### src/rtl/mem_stage.sv
// MEM pipeline stage: branch resolution, multi-cycle data memory access
// with a stall handshake, and the MEM/WB pipeline register.
//
// Ports:
//   clk, reset            rising-edge clock, synchronous active-high reset
//   RW, MtoR, MR, MW      control bits from EX/MEM
//   Branch, bne, zero     branch controls and ALU zero flag
//   aluANS                ALU result / byte address
//   rd2                   store data
//   b_tgt                 branch target
//   WN                    destination register number
//   pc_src, pc_tgt        branch-taken select and target to IF
//   mem_stall             freezes upstream stages while high
//   misalign_err          sticky misaligned-access flag
//   RW_out, MtoR_out      MEM/WB control bits
//   rdata_out, aluANS_out MEM/WB load data and ALU result
//   WN_out                MEM/WB destination register

module mem_stage #(
   parameter int MEM_WORDS  = 64,
   parameter int ACCESS_LAT = 2
) (
   input  logic        clk,
   input  logic        reset,
   input  logic        RW,
   input  logic        MtoR,
   input  logic        MR,
   input  logic        MW,
   input  logic        Branch,
   input  logic        bne,
   input  logic        zero,
   input  logic [31:0] aluANS,
   input  logic [31:0] rd2,
   input  logic [31:0] b_tgt,
   input  logic [4:0]  WN,
   output logic        pc_src,
   output logic [31:0] pc_tgt,
   output logic        mem_stall,
   output logic        misalign_err,
   output logic        RW_out,
   output logic        MtoR_out,
   output logic [31:0] rdata_out,
   output logic [31:0] aluANS_out,
   output logic [4:0]  WN_out
);

   localparam int AW = $clog2(MEM_WORDS);
   localparam int CW = (ACCESS_LAT > 1) ? $clog2(ACCESS_LAT) : 1;
   localparam logic [CW-1:0] LAST = CW'(ACCESS_LAT - 1);

   logic [31:0]   mem [MEM_WORDS];
   logic [CW-1:0] cnt;
   logic [AW-1:0] waddr;
   logic          acc;
   logic          aligned;
   logic          req;
   logic          mis;
   logic          ld;
   logic          wr_en;
   logic [31:0]   rd_word;
   logic          unused_hi;

   // Branch resolution is purely combinational and ignores stalls.
   assign pc_src = (Branch & zero) | (bne & ~zero);
   assign pc_tgt = b_tgt;

   // Upper address bits are dropped: the memory wraps.
   assign waddr     = aluANS[AW+1:2];
   assign unused_hi = ^aluANS[31:AW+2];

   assign acc     = MR | MW;
   assign aligned = (aluANS[1:0] == 2'b00);
   assign req     = acc & aligned;
   assign mis     = acc & ~aligned;

   // MR together with MW is treated as a write, so no load data.
   assign ld = req & MR & ~MW;

   // cnt == 0 is IDLE, cnt > 0 is WAIT; the last count is the
   // commit cycle, where the stall drops.
   assign mem_stall = req & (cnt != LAST);

   assign wr_en   = req & MW & ~mem_stall & ~reset;
   assign rd_word = mem[waddr];

   // Storage has no reset so contents survive it.
   always_ff @(posedge clk) begin
      if (wr_en) begin
         mem[waddr] <= rd2;
      end
   end

   always_ff @(posedge clk) begin
      if (reset) begin
         cnt          <= '0;
         misalign_err <= 1'b0;
         RW_out       <= 1'b0;
         MtoR_out     <= 1'b0;
         rdata_out    <= '0;
         aluANS_out   <= '0;
         WN_out       <= '0;
      end else begin
         if (mis) begin
            misalign_err <= 1'b1;
         end
         if (mem_stall) begin
            cnt <= cnt + CW'(1);
         end else begin
            cnt        <= '0;
            RW_out     <= RW;
            MtoR_out   <= MtoR;
            aluANS_out <= aluANS;
            WN_out     <= WN;
            rdata_out  <= ld ? rd_word : 32'h0;
         end
      end
   end

endmodule

### config.mk
export PLATFORM = sky130hd
export DESIGN_NAME = mem_stage
export DESIGN_NICKNAME = d
export VERILOG_FILES = /design/src/rtl/mem_stage.sv
export SDC_FILE = /design/constraint.sdc
export NUM_CORES = 2
export LEC_CHECK = 0
export ABC_CLOCK_PERIOD_IN_PS = 4890
export CAP_MARGIN = 25
export CORE_MARGIN = 5
export CORE_UTILIZATION = 55
export CTS_CLUSTER_SIZE = 14
export DETAILED_ROUTE_END_ITERATION = 8
export PLACE_DENSITY_LB_ADDON = 0.05
export SYNTH_ARGS = -nofsm -noshare
export SYNTH_HDL_FRONTEND = slang
export SYNTH_SLANG_ARGS = --single-unit
### constraint.sdc
create_clock -name clk -period 4.89 [get_ports clk]
set_clock_uncertainty 0.2 [all_clocks]
set_input_delay 0.7335 -clock clk [delete_from_list [all_inputs] [get_ports clk]]
set_output_delay 0.7335 -clock clk [all_outputs]
set_load 0.02 [all_outputs]
==> summary.md <==
| Metric | Value |
|---|---|
| Clock Path Buffers | 3 |
| Pin count of the biggest net entering global routing | 112 |
| Post-route ant nets | 0 |
| Post-synthesis adder-cell area fraction | 0 |
| I/O Buffers | 151 |
| Gpl congestion | 0.901 |
| Worst slew pin tran | 1.13 ns |
| Internal power | 29.3 mW |
| Top FF cell, synth | edfxtp_1 |
| Clk pin slew, worst setup/hold paths | 0.06 ns |
| Avg WL per Cell | 35.1 µm |
| First-pass GRT wire length | 353000 µm |
| Fraction of synthesized area in multiplexers | 0.0219 |
| HP Class | input port to flip-flop |
| Final setup violation count | 0 |
| Clock share of power | 0.414 |
| CTS tree | built |
| Initial cell density of the core | 0.553 |
| Crit path top cell by count | a21oi_1 |
| CP arrival | 4.10 ns |
| Mapped Cells | 4747 |
| FF+latch area | 63000 µm² |
| Crit Path Category | input port to flip-flop |
| Io pins | 216 |
| Die height | 392 µm |
| Hpwl dp | 150000 µm |
| CTS sink cnt | 2121 |
| Critical path peak fanout | 47 |
| Initial antenna violation count | 9 |
| Final worst slack | 1.37 ns |
| Fraction of the yosys area taken by sequential cells | 0.784 |
| GR Overflow Total | 0 |
| Core footprint | 145000 µm² |
| Hold slack | 0.0222 ns |
| Period utilisation layout | 0.720 |
| Via density | 6.88 |
| Total wire length | 249000 µm |
| Cts hold-fix bufs | 0 |
| # fillers | 10500 |
| Post-synth EDFFs | 2048 |
| Critical-path top delay cell | nor2b_4 |
| Nets@finish | 5117 |
| Synth Area in Compound Gates | 0.135 |
| Starting DRT DRC Count | 6290 |
| Multi-input logic area | 15900 µm² |
| Crit path time final | 3.52 ns |
| Async set-reset flop share out of synthesis | 0 |
| CP Data Required Time | 5.47 ns |
| CP Launch Type | input port |
| Worst skew pair latency | 0.84 ns |
| Post-Syn Area | 80400 µm² |
| Layout cell share with drive strength beyond 1 | 0.156 |
| Post-CTS Resized | 0 |
| Post-synth cell types | 70 |
| Number of global-route vias before repair | 47000 |
| Power per cell area | 407 nW/µm² |
| Logic gate share of total power | 0.054 |
| Sum of buffers and inverters on the critical path | 3 |
| Via count | 48800 |
| # Post-CTS Setup Buffers | 0 |
| Synthesized area per cell | 16.9 µm² |
| Final hold vios | 0 |
| RSZ-0062 raised after global routing | no |
| Pins over their slew limit | 0 |
| Leak | 28.7 nW |
| Syn Nets | 4857 |
| Flop pwr share | 0.533 |
| Die width | 392 µm |
| Site Rows | 140 |
| Total CTS buffers | 208 |
| Critical Path Max Stage Delay | 1.03 ns |
| CP top delay family | compound AO/OA/AOI/OAI gates |
| CTS root buf | clkbuf_16 |
| Max Clk Rate | 0.284 GHz |
| Largest family of logic cells by synthesized area | compound AO/OA/AOI/OAI gates |
| NetSw | 8.14 mW |
| Critical-path cell list | buf_6 > nor2b_4 > buf_12 > buf_4 > a222oi_1 > a21oi_1 > a21oi_1 > o22ai_1 > o31a_1 |
| Slew margin rel. | 0.245 |
| Simple-gate share of the synthesized area | 0.0343 |
| MaxCap Viol Count | 0 |
| Remaining DRCs | 0 |
| H-tree levels | 4 |
| Worst IR drop on VDD | 0.000313 V |
| Post-Synth XOR/XNOR Area | 0 |
| Router iterations before antenna repair | 8 |
| Worst setup EP type | flip-flop |
| Synth-to-Final Area Change | 14.5% |
| Switching fraction of total power | 0.218 |
| Outcome | completed |
| FF+latch count, synth | 2121 |
| Die Area | 154000 µm² |
| Total track usage | 0.322 |
| Ys Warns | 0 |
| Worst slack, placed | 0.582 ns |
## power by group through the flow
| stage | Combinational [mW] | Sequential, mW | Clock (mW) |
|---|---|---|---|
| final | 2.00 | 19.9 | 15.5 |
| after global placement | 1.96 | 20.3 | 0 |
| after detailed placement | 1.97 | 20.3 | 0 |
| after global routing | 2.09 | 19.9 | 16.4 |
| after floorplan | 0.948 | 20.4 | 0 |
| after CTS | 1.98 | 19.9 | 15.6 |
## through the flow
| stage | total power [mW] | std cells | area, µm² | setup TNS (ns) | utilization |
|---|---|---|---|---|---|
| 2_1_floorplan | 21.3 | 4747 | 80400 | -0.265 | - |
| 3_3_place_gp | 22.3 | 6710 | 85400 | 0 | 0.587 |
| 3_5_place_dp | 22.3 | 6712 | 85400 | 0 | 0.587 |
| 4_1_cts | 37.5 | 7090 | 91900 | 0 | 0.632 |
| 5_1_grt | 38.4 | 7092 | 92000 | 0 | 0.633 |
| 6_report | 37.4 | 7093 | 92000 | 0 | 0.633 |
## path summary, 6_finish.rpt
path                  start             end  slack [ns]  cells past startpoint
max               aluANS[2]   rdata_out[21]        1.37                      9
min                  rd2[0]       mem[9][0]        0.02                      1
max reg2reg             cnt     mem[10][20]        1.80                      4
min reg2reg  aluANS_out[19]  aluANS_out[19]        0.25                      2
## synthesized netlist by cell type, drive strengths merged, types with 12 or more instances
cell / count / share of area
nor2: 237 / 0.011
mux2: 89 / 0.012
o21ai: 100 / 0.0062
nor3b: 17 / 0.0017
nand4: 25 / 0.0019
a22o: 64 / 0.0070
nor3: 32 / 0.0021
a211oi: 19 / 0.0018
a222oi: 23 / 0.0029
a221oi: 241 / 0.026
o2bb2ai: 30 / 0.0033
nor4b: 12 / 0.0013
dfxtp: 73 / 0.018
nand2: 200 / 0.0094
o22ai: 200 / 0.016
nor4: 21 / 0.0016
nand3: 12 / 0.00075
a2bb2oi: 15 / 0.0016
mux2i: 58 / 0.0072
edfxtp: 2048 / 0.77
o31a: 12 / 0.0013
a22oi: 552 / 0.052
buf: 269 / 0.019
a21oi: 106 / 0.0066
clkbuf: 133 / 0.0062
a221o: 25 / 0.0031
o211ai: 37 / 0.0035
## registers in the layout, indices dropped and copies added (netlist names)
register	count
RW_out	1
MtoR_out	1
cnt	1
rdata_out	32
WN_out	5
mem	2048
aluANS_out	32
misalign_err	1
## worst reg2reg max path: stages, from the launching register on
cell,delay [ns]
dfxtp_1,0.39
and3_1,0.56
nand2_1,0.64
nor2_4,0.73
buf_12,0.27
## logic make-up (layout without fill, tap and decap cells)
group	Yosys count	after routing
DFF	2121	2121
other	0	1
muxes	155	155
AOI/OAI and AO/OA	1461	1461
and+or+nand+nor	604	604
buffers and inverters	406	834
## cell usage in the layout (no fill, tap or decap), drive strengths merged, types with 37 or more instances in the layout
| cell type | synthesis | final |
|---|---|---|
| edfxtp | 2048 | 2048 |
| o211ai | 37 | 37 |
| clkdlybuf4s50 | 0 | 114 |
| a221oi | 241 | 241 |
| nor2 | 237 | 237 |
| mux2i | 58 | 58 |
| nand2 | 200 | 200 |
| dfxtp | 73 | 73 |
| clkinv | 0 | 90 |
| a22o | 64 | 64 |
| buf | 269 | 338 |
| mux2 | 89 | 89 |
| clkbuf | 133 | 262 |
| o21ai | 100 | 100 |
| o22ai | 200 | 200 |
| a21oi | 106 | 106 |
| a22oi | 552 | 552 |
## layer usage
layer | vias to the layer above | wire length [µm] | track usage
met5 | - | 85 | 0
li1 | 20200 | - | -
met3 | 502 | 23400 | 0.0563
met1 | 25200 | 97200 | 0.456
met4 | 12 | 11900 | 0.137
met2 | 2966 | 116000 | 0.500
## final cells by class
class,count,area share
clock inverters,116,0.0115
clock buffers,262,0.0594
well taps,1917,0.0261
flip-flops and latches,2121,0.685
inverters,4,0.000190
multi-input cells,2220,0.172
diodes,1,0.0000272
repair buffers,452,0.0458
No activity file was read; power rests on OpenSTA's default activity.
